$ cat src/rtl/io_display_pkg.sv
// Shared constants and types for the seven-segment display driver.
// The decimal conversion FSM is only built when IO_DISPLAY_DECIMAL_EN is defined.
package io_display_pkg;

  localparam logic [6:0] SEG_BLANK = 7'h7F;
  localparam logic [3:0] AN_OFF    = 4'hF;

  localparam int REFRESH_DIV_DEFAULT = 50000;

  // Active-low {g,f,e,d,c,b,a} patterns for 0..F
  localparam logic [6:0] HEX_SEG [16] = '{
    7'h40, 7'h79, 7'h24, 7'h30, 7'h19, 7'h12, 7'h02, 7'h78,
    7'h00, 7'h10, 7'h08, 7'h03, 7'h46, 7'h21, 7'h06, 7'h0E
  };

  typedef enum logic [1:0] {
    IDLE  = 2'd0,
    SHIFT = 2'd1,
    DONE  = 2'd2
  } conv_state_t;

endpackage

$ cat src/rtl/io_display_driver_hex_to_7seg.sv
// Combinational 4-bit digit to active-low seven-segment pattern decoder.
module hex_to_7seg
  import io_display_pkg::*;
(
  input  logic [3:0] digit,
  output logic [6:0] seg
);

  assign seg = HEX_SEG[digit];

endmodule

$ cat src/rtl/io_display_driver.sv
// Latches a display value on Load and scans it onto a 4-digit active-low display.
// Define IO_DISPLAY_DECIMAL_EN for decimal (double-dabble) display instead of hex.
module io_display_driver
  import io_display_pkg::*;
#(
  parameter int N           = 8,
  parameter int REFRESH_DIV = REFRESH_DIV_DEFAULT
)
(
  input  logic         clk,
  input  logic         rst_n,
  input  logic         Load,
  input  logic [N-1:0] Value,
  output logic         Busy,
  output logic [6:0]   Seg,
  output logic [3:0]   An,
  output logic         Dp
);

  localparam int CW = $clog2(REFRESH_DIV);

  logic [CW-1:0] cnt_q, cnt_d;
  logic [1:0]    idx_q, idx_d;
  logic          active_q, active_d;
  logic [6:0]    seg_q, seg_d;
  logic [3:0]    an_q, an_d;
  logic [15:0]   digits_q, digits_d;
  logic [3:0]    lit;
  logic          wrap;
  logic [3:0]    cur_digit;
  logic [6:0]    cur_seg;

`ifdef IO_DISPLAY_DECIMAL_EN
  localparam int SCW = $clog2(N + 1);

  conv_state_t    state_q, state_d;
  logic [15:0]    bcd_q, bcd_d, bcd_adj;
  logic [N-1:0]   bin_q, bin_d;
  logic [SCW-1:0] shift_cnt_q, shift_cnt_d;
  logic [3:0]     lit_q, lit_d;

  always_comb begin
    state_d     = state_q;
    bcd_d       = bcd_q;
    bin_d       = bin_q;
    shift_cnt_d = shift_cnt_q;
    digits_d    = digits_q;
    lit_d       = lit_q;
    bcd_adj     = bcd_q;
    for (int i = 0; i < 4; i++) begin
      if (bcd_q[4*i +: 4] >= 4'd5) bcd_adj[4*i +: 4] = bcd_q[4*i +: 4] + 4'd3;
    end
    case (state_q)
      IDLE: begin
        if (Load) begin
          state_d     = SHIFT;
          bin_d       = Value;
          bcd_d       = '0;
          shift_cnt_d = '0;
        end
      end
      SHIFT: begin
        {bcd_d, bin_d} = {bcd_adj, bin_q} << 1;
        shift_cnt_d    = shift_cnt_q + SCW'(1);
        if (shift_cnt_q == SCW'(N - 1)) state_d = DONE;
      end
      DONE: begin
        // Leading zeros go dark; the units digit is always shown
        digits_d = bcd_q;
        lit_d    = {bcd_q[15:12] != 4'd0, bcd_q[15:8] != 8'd0,
                    bcd_q[15:4] != 12'd0, 1'b1};
        state_d  = IDLE;
      end
      default: state_d = IDLE;
    endcase
  end

  always_ff @(posedge clk) begin
    if (!rst_n) begin
      state_q     <= IDLE;
      bcd_q       <= '0;
      bin_q       <= '0;
      shift_cnt_q <= '0;
      lit_q       <= 4'b0001;
    end else begin
      state_q     <= state_d;
      bcd_q       <= bcd_d;
      bin_q       <= bin_d;
      shift_cnt_q <= shift_cnt_d;
      lit_q       <= lit_d;
    end
  end

  assign lit  = lit_q;
  assign Busy = (state_q != IDLE);
`else
  localparam int         HEX_DIGITS = (N + 3) / 4;
  localparam logic [3:0] HEX_LIT    = 4'((1 << HEX_DIGITS) - 1);

  assign digits_d = Load ? 16'(Value) : digits_q;
  assign lit      = HEX_LIT;
  assign Busy     = 1'b0;
`endif

  assign cur_digit = digits_q[{idx_q, 2'b00} +: 4];

  hex_to_7seg u_hex_to_7seg (
    .digit (cur_digit),
    .seg   (cur_seg)
  );

  // Display stays dark until the first refresh wrap after reset
  always_comb begin
    wrap     = (cnt_q == CW'(REFRESH_DIV - 1));
    cnt_d    = wrap ? '0 : cnt_q + CW'(1);
    idx_d    = wrap ? idx_q + 2'd1 : idx_q;
    active_d = active_q | wrap;
    seg_d    = SEG_BLANK;
    an_d     = AN_OFF;
    if (active_q && lit[idx_q]) begin
      seg_d = cur_seg;
      an_d  = ~(4'b0001 << idx_q);
    end
  end

  always_ff @(posedge clk) begin
    if (!rst_n) begin
      cnt_q    <= '0;
      idx_q    <= '0;
      active_q <= 1'b0;
      seg_q    <= SEG_BLANK;
      an_q     <= AN_OFF;
      digits_q <= '0;
    end else begin
      cnt_q    <= cnt_d;
      idx_q    <= idx_d;
      active_q <= active_d;
      seg_q    <= seg_d;
      an_q     <= an_d;
      digits_q <= digits_d;
    end
  end

  assign Seg = seg_q;
  assign An  = an_q;
  assign Dp  = 1'b1;

endmodule

$ cat config.mk
export PLATFORM = sky130hd
export DESIGN_NAME = io_display_driver
export DESIGN_NICKNAME = d
export VERILOG_FILES = /design/src/rtl/io_display_pkg.sv /design/src/rtl/io_display_driver_hex_to_7seg.sv /design/src/rtl/io_display_driver.sv
export SDC_FILE = /design/constraint.sdc
export NUM_CORES = 1
export LEC_CHECK = 0
export ABC_AREA = 1
export BUFFER_PORTS_ARGS = -buffer_cell sky130_fd_sc_hd__buf_2
export CORE_MARGIN = 2
export CORE_UTILIZATION = 60
export DETAILED_ROUTE_END_ITERATION = 8
export GPL_TIMING_DRIVEN = 0
export PLACE_DENSITY = 0.78
export SYNTH_ARGS = -nofsm -noshare
export SYNTH_HDL_FRONTEND = slang
export SYNTH_SLANG_ARGS = --single-unit
$ cat constraint.sdc
create_clock -name clk -period 2.2 [get_ports clk]
set_input_delay 0.11 -clock clk [delete_from_list [all_inputs] [get_ports clk]]
set_output_delay 0.11 -clock clk [all_outputs]
set_load 0.01 [all_outputs]
==> reports/summary.txt, run 1 <==
IO buf count = 21
Clock Root Buffer = clkbuf_4
met2 track demand over resource = 31.2%
DR WL/cell = 10.1 um
synth top area cells = dfxtp_1, nand2_1, ha_1
met3 Resource Use GR = 6.49%
Synth async-reset ratio = 0%
clk_skew = 3.43 ps
Via Count = 1605
Worst Path Arrival = 1930 ps
max-slew violation total from the final report = 0
CTS resizes = 0
worst vdd ir = 0.342 mV
clk_lat worst skew = 340 ps
Cell Pwr Density = 553 nW/um^2
Post-Syn Area = 1880 sq um
Routed WL = 3280 um
RSZ-0062 raised after global routing = no
layout cells sized above 1 = 15.4%
Total Neg Setup Slack = 0 ps
Post-synth EDFFs = 0
internal power = 0.000865 W
syn_area_per_cell = 7.14 sq um
Max Cap Viol = 0
logic gate share of total power = 9.4%
Post-CTS Setup Bufs = 0
startpoint types = flip-flop
core box area = 3000 sq um
final hold viol count = 0
DRT antenna net count = 0
Initial Util = 62.5%
Area Growth Syn to Fin = 10.7%
Place WS = 502 ps
# clock sinks = 38
RR Endpoint = Seg[3]$_SDFF_PN1_
Final Cycle Share = 77.4%
GRT Total Usage = 21.1%
synthesis-stage register bit count = 38
Syn Inst Count = 263
RR Startpoint = idx_q[0]$_SDFFE_PN0N_
HPWL after detailed placement = 2420 um
initial antenna violation count = 0
GRT Max-Usage Layer = met2
Hold Path Class = in2reg
Syn Nets = 285
critical path startpoint = idx_q[0]$_SDFFE_PN0N_
Flop pwr share = 61.7%
placed instance area = 2020 sq um
Final #Nets = 314
clock share of power = 28.9%
CTS tree = built
cell taking the most area after synthesis = dfxtp_1
Overflow after GRT = 0
clk buf depth = 2
Req. time, crit path = 2430 ps
Top FF cell, synth = dfxtp_1
# setup viols final = 0
final instance area = 2080 sq um
Die X = 59.9 um
GR Util met1 = 28.8%
Leakage = 0.881 nW
fmax = 587 MHz
pin count of the biggest net entering global routing = 11
vias in the first global route = 1329
H-Tree Level Count = 2
clock transition at the registers of the reported paths = 100 ps
Worst R2R Setup Slack = 500 ps
I/O pins = 24
Seq/Total Area, Yosys = 40.5%
DR iter-0 viols = 60
top-count cell post-synth = nand2_1
Switching Fraction = 24.8%
min Tclk post-route = 1700 ps
min-delay src = Load
1st-pass router iterations = 4
die height = 59.9 um
outcome = completed
Yosys top cell area share = 40.5%
Finished Layout Cells = 325
drt drc = 0
Worst Hold End = digits_q[0]$_SDFFE_PN0P_
Crit. End Element = flip-flop
reg2reg path depth = 10
placed instance count = 317
ANT cells = 0
first-pass GRT wire length = 5680 um
Hold Crit Depth = 3
yosys warns = 0
Final WS setup = 497 ps
Final Wtd Congestion = 0.879
Synth top cells by count = nand2_1, dfxtp_1, nor2_1, inv_1, nand3_1
DR vias/cell = 4.94
CTS buffer count = 5
Cell Rows = 20
switching power = 0.000285 W
die footprint = 3590 sq um
Yosys cell types = 24
CP max FO = 9
Setup CP Type = reg2reg
cells in the final DEF, fill, tap and decap left out, types with 3 or more instances in the layout:
cell and count:
nand2_1 63, dfxtp_1 38, nor2_1 33, inv_1 31, buf_2 21, nand3_1 20
a21oi_1 19, o21ai_0 15, ha_1 11, clkbuf_4 5, xor2_1 4, buf_6 3
inv_2 3, nand3_2 3, nor3_1 3, clkbuf_1 3
per-stage QoR:
stage               hold WS, ps  util, %  total power (W)
global route               56.2     69.3          0.00121
global placement            336     67.4         0.000828
finish                     40.0     69.3          0.00115
floorplan                   245        -         0.000804
detailed placement          339     67.4         0.000831
CTS                        28.5     69.3          0.00116
timing repair:
action / CTS / global route
hold endpoints to repair: 1 / 0
setup endpoints to repair: 0 / 0
hold buffers: 1 / 0
final cells by class:
| type | count | area (sq um) |
|---|---|---|
| fill | 281 | 923 |
| inverter | 34 | 128 |
| clock buffer | 7 | 45.0 |
| timing repair buffer | 22 | 115 |
| buffer | 7 | 57.6 |
| tap | 33 | 41.3 |
| sequential | 38 | 761 |
| multi-input combinational | 184 | 932 |
how the worst max path moves through the flow:
stage                        end  slack (ps)  cells after the start
2_1_floorplan  Seg[3]$_SDFF_PN1_         710                     10
3_3_place_gp   Seg[3]$_SDFF_PN1_         550                     10
3_5_place_dp   Seg[3]$_SDFF_PN1_         500                     10
4_1_cts        Seg[3]$_SDFF_PN1_         480                     10
5_1_grt        Seg[3]$_SDFF_PN1_         330                     10
6_report       Seg[3]$_SDFF_PN1_         500                     10
registers in the layout, summed over array words and instances, names as in the netlist:
signal    flops
active_q      1
An            4
cnt_q        16
Seg           7
idx_q         2
digits_q      8
power by group through the flow:
stage	clock network, W	registers (W)	logic [W]
finish	0.000332	0.000710	0.000107
global route	0.000375	0.000712	0.000125
CTS	0.000342	0.000710	0.000108
detailed placement	0	0.000725	0.000106
global placement	0	0.000725	0.000103
floorplan	0	0.000724	0.0000804
critical path, stage by stage (launching register included):
cell     delay (ps)
dfxtp_1         390
buf_6           150
inv_2            70
nand2_1          70
nand3_1         180
inv_1           180
ha_1            260
nand3_1         100
nand2_1          60
nand2_1          60
nand3_1          80
per-layer routing:
layer  wire length (um)  share of wire [%]
met1               1730                 53
met2               1350                 41
met3                155                4.7
met4                 46                1.4
met5                  0                  0
logic make-up after synthesis:
group | Yosys count | synth area share (%)
and+or+nand+nor | 132 | 30.6
adders and majority gates | 11 | 7.33
other | 2 | 0.400
DFF | 38 | 40.5
buffers and inverters | 41 | 9.86
AOI/OAI and AO/OA | 35 | 9.46
xor gates and xnor gates | 4 | 1.87
No activity file was read; power rests on OpenSTA's default activity.
==> run 2, diff against run 1 <==
Settings changed: ABC_AREA 1 to 0, CORE_UTILIZATION 60 to 56, PLACE_DENSITY 0.78 to 0.74.
Clock period 2.2 ns to 1.72 ns, I/O delays scaled along.
==> run 2 against run 1 <==
Against the previous run: the flow now finishes with violations (setup timing); setup slack lost 680 ps; non-clock buffer count increased by 17; combinational power rose by 66%; critical path depth decreased by 5; sequential share of layout area fell by 3.2 points; power grew 37%; largest cell class unchanged; highest routed layer unchanged.
==> reports/summary.txt, run 2 <==
startpoint types = flip-flop
Area Growth Syn to Fin = 29.5%
Finished Layout Cells = 273 (-16%)
Final Wtd Congestion = 0.776 (-12%)
DR iter-0 viols = 51 (-15%)
I/O pins = 24 (unchanged)
most frequent cells in the layout = dfxtp_1, buf_2, nor2_1
Yosys cell types = 36 (+50%)
syn_area_per_cell = 9.65 sq um (+35%)
Worst Path Arrival = 2140 ps (+210 ps)
ANT cells = 0 (unchanged)
Worst slew margin = 62.3%
Cell Rows = 20 (unchanged)
GRT Total Usage = 19.2% (-1.8 points)
max-slew violation total from the final report = 0 (unchanged)
CP max FO = 6 (-3)
min Tclk post-route = 1900 ps (+198 ps)
Synth async-reset ratio = 0% (unchanged)
CTS tree = built
Setup CP Type = reg2reg
die footprint = 3670 sq um (+2.2%)
area of the multi-input gates = 1070 sq um (+14%)
Cell Pwr Density = 678 nW/um^2 (+23%)
DRT antenna net count = 0 (unchanged)
Yosys top cell area share = 42.4% (+1.9 points)
core box area = 3050 sq um (+1.7%)
fill count = 224 (-20%)
clk buf depth = 2 (unchanged)
Biggest register = cnt_q
clk_lat worst skew = 330 ps (about the same)
synthesis-stage register bit count = 38 (unchanged)
# setup viols final = 18 (+18)
RSZ-0062 raised after global routing = yes
layout cells sized above 1 = 32.8% (+17 points)
Hold Path Class = in2reg
Syn Inst Count = 186 (-29%)
yosys warns = 0 (unchanged)
Tot Pwr = 0.00157 W (+37%)
pin count of the biggest net entering global routing = 13 (+2)
cell taking the most area after synthesis = dfxtp_1
HPWL after detailed placement = 2260 um (-6.5%)
Final #Nets = 250 (-20%)
failing checks = setup timing
fmax = 526 MHz (-10%)
Overflow after GRT = 0 (unchanged)
clock transition at the registers of the reported paths = 110 ps (about the same)
final hold viol count = 0 (unchanged)
Max Cap Viol = 0 (unchanged)
Final Cycle Share = 111% (+33 points)
Seq/Total Area, Yosys = 42.4% (+1.9 points)
clk_skew = 8.47 ps (+5.04 ps)
Buf/Inv on CP = 1 (-2)
outcome = finished with violations
synth top area cells = dfxtp_1, mux2i_1, ha_1
final instance area = 2320 sq um (+12%)
Slowest cell on crit path = or4_4
Initial Util = 58.8% (-3.8 points)
worst stage delay on the critical path = 620 ps (+230 ps)
Top delay family on crit path = simple AND/OR/NAND/NOR gates
Synth top cells by count = dfxtp_1, nor2_1, mux2i_1, xnor2_1, ha_1
vias in the first global route = 1187 (-11%)
IO buf count = 20 (-4.8%)
DR WL/cell = 13.6 um (+35%)
top-count cell post-synth = dfxtp_1
# clock sinks = 38 (unchanged)
die height = 60.6 um (+1.1%)
Syn Nets = 208 (-27%)
Post-Syn Area = 1790 sq um (-4.5%)
1st-pass router iterations = 4 (unchanged)
Final WS setup = -181 ps (-678 ps)
CTS buffer count = 5 (unchanged)
Place WS = -272 ps (-774 ps)
Clock Root Buffer = clkbuf_4
Die X = 60.6 um (+1.1%)
Via Count = 1464 (-8.8%)
commonest non-fill, non-tap cell in the layout = dfxtp_1
sequential standard cell area = 774 sq um (+1.8%)
H-Tree Level Count = 2 (unchanged)
worst vdd ir = 0.693 mV (+100%)
drt drc = 0 (unchanged)
Routed WL = 3720 um (+14%)
Leakage = 0.878 nW (-0.30%)
Req. time, crit path = 1960 ps (-470 ps)
Slew @ Worst Pin = 560 ps
Crit. End Element = flip-flop
Post-synth EDFFs = 0 (unchanged)
max reg flops = 16 (unchanged)
placed instance area = 1970 sq um (-2.9%)
first-pass GRT wire length = 5260 um (-7.3%)
DR vias/cell = 5.36 (+8.6%)
placed instance count = 250 (-21%)
Top FF cell, synth = dfxtp_1
critical path cell sequence = or4b_1 > or4_4 > nand2_8 > clkbuf_16 > nor2_1
initial antenna violation count = 0 (unchanged)
==> run 2: cell count changes in the layout (fill, tap and decap cells not counted), sizes merged, moves of 14 or more <==
cell	previous run	this run
a21oi	19	0
buf	26	40
inv	34	7
mux2i	0	17
nand2	66	9
nand3	23	6
==> run 2: area by class of cell <==
| cell class | count | share of cell area (%) |
|---|---|---|
| clock buffer | 6 | 2.21 |
| timing repair buffer | 37 | 11.7 |
| tap | 44 | 2.37 |
| inverter | 7 | 1.13 |
| sequential | 38 | 33.3 |
| clock inverter | 2 | 0.539 |
| buffer | 9 | 2.80 |
| multi-input combinational | 130 | 45.9 |
==> run 2: per-stage QoR <==
stage          utilization (%)  setup TNS (ps)  hold slack (ps)
2_1_floorplan                -           -1090              214
3_3_place_gp              64.4           -3100              343
3_5_place_dp              64.4           -3960              358
4_1_cts                   70.1           -2660            0.690
5_1_grt                   76.1           -3340             24.2
6_report                  76.1           -2610             15.3
==> run 2: where the power goes <==
group | total, W | internal [W] | switching [W]
registers | 0.000909 | 0.000892 | 0.0000170
clock network | 0.000488 | 0.000197 | 0.000291
logic | 0.000178 | 0.0000972 | 0.0000808
total | 0.00157 | 0.00119 | 0.000389
==> run 2: worst register-to-register path, stage by stage, from the launching register on <==
cell	delay [ps]
dfxtp_4	360
or4b_1	520
or4_4	620
nand2_8	140
clkbuf_16	140
nor2_1	30
==> run 2: timing repair <==
action	4_1_cts	5_1_grt
cloned	0	1
hold buffers	1	0
resized for setup	14	22
endpoints found under the hold margin	1	0
buffers inserted	6	10
pin swaps	5	7
setup endpoints to repair	20	21
==> run 2: cell families (layout without fill, tap and decap cells) <==
logic type,after synthesis,after routing,share of synthesized area [%]
AO/OA/AOI/OAI,11,11,4.32
XOR/XNOR,15,15,7.32
adder cells (fa/ha/maj),11,11,7.67
buffers and inverters,18,61,5.09
flip-flops,38,38,42.4
multiplexers,18,18,10.7
other,2,2,0.419
AND/OR/NAND/NOR,73,73,22.0
==> run 2: routing by layer <==
layer	vias up	GRT usage (%)	share of wire, %
met1	696	26.4	45
li1	709	-	-
met3	4	5.12	6.1
met2	55	30.0	48
met5	-	0	0
met4	0	5.59	0.62
==> run 2: final timing paths <==
kind	start	to	slack, ps	cells past startpoint
max	cnt_q[5]$_SDFF_PP0_	cnt_q[7]$_SDFF_PP0_	-180	5
min	Value[5]	digits_q[5]$_SDFFE_PN0P_	20	3
max reg2reg	cnt_q[5]$_SDFF_PP0_	cnt_q[7]$_SDFF_PP0_	-180	5
min reg2reg	active_q$_SDFF_PN0_	active_q$_SDFF_PN0_	480	2
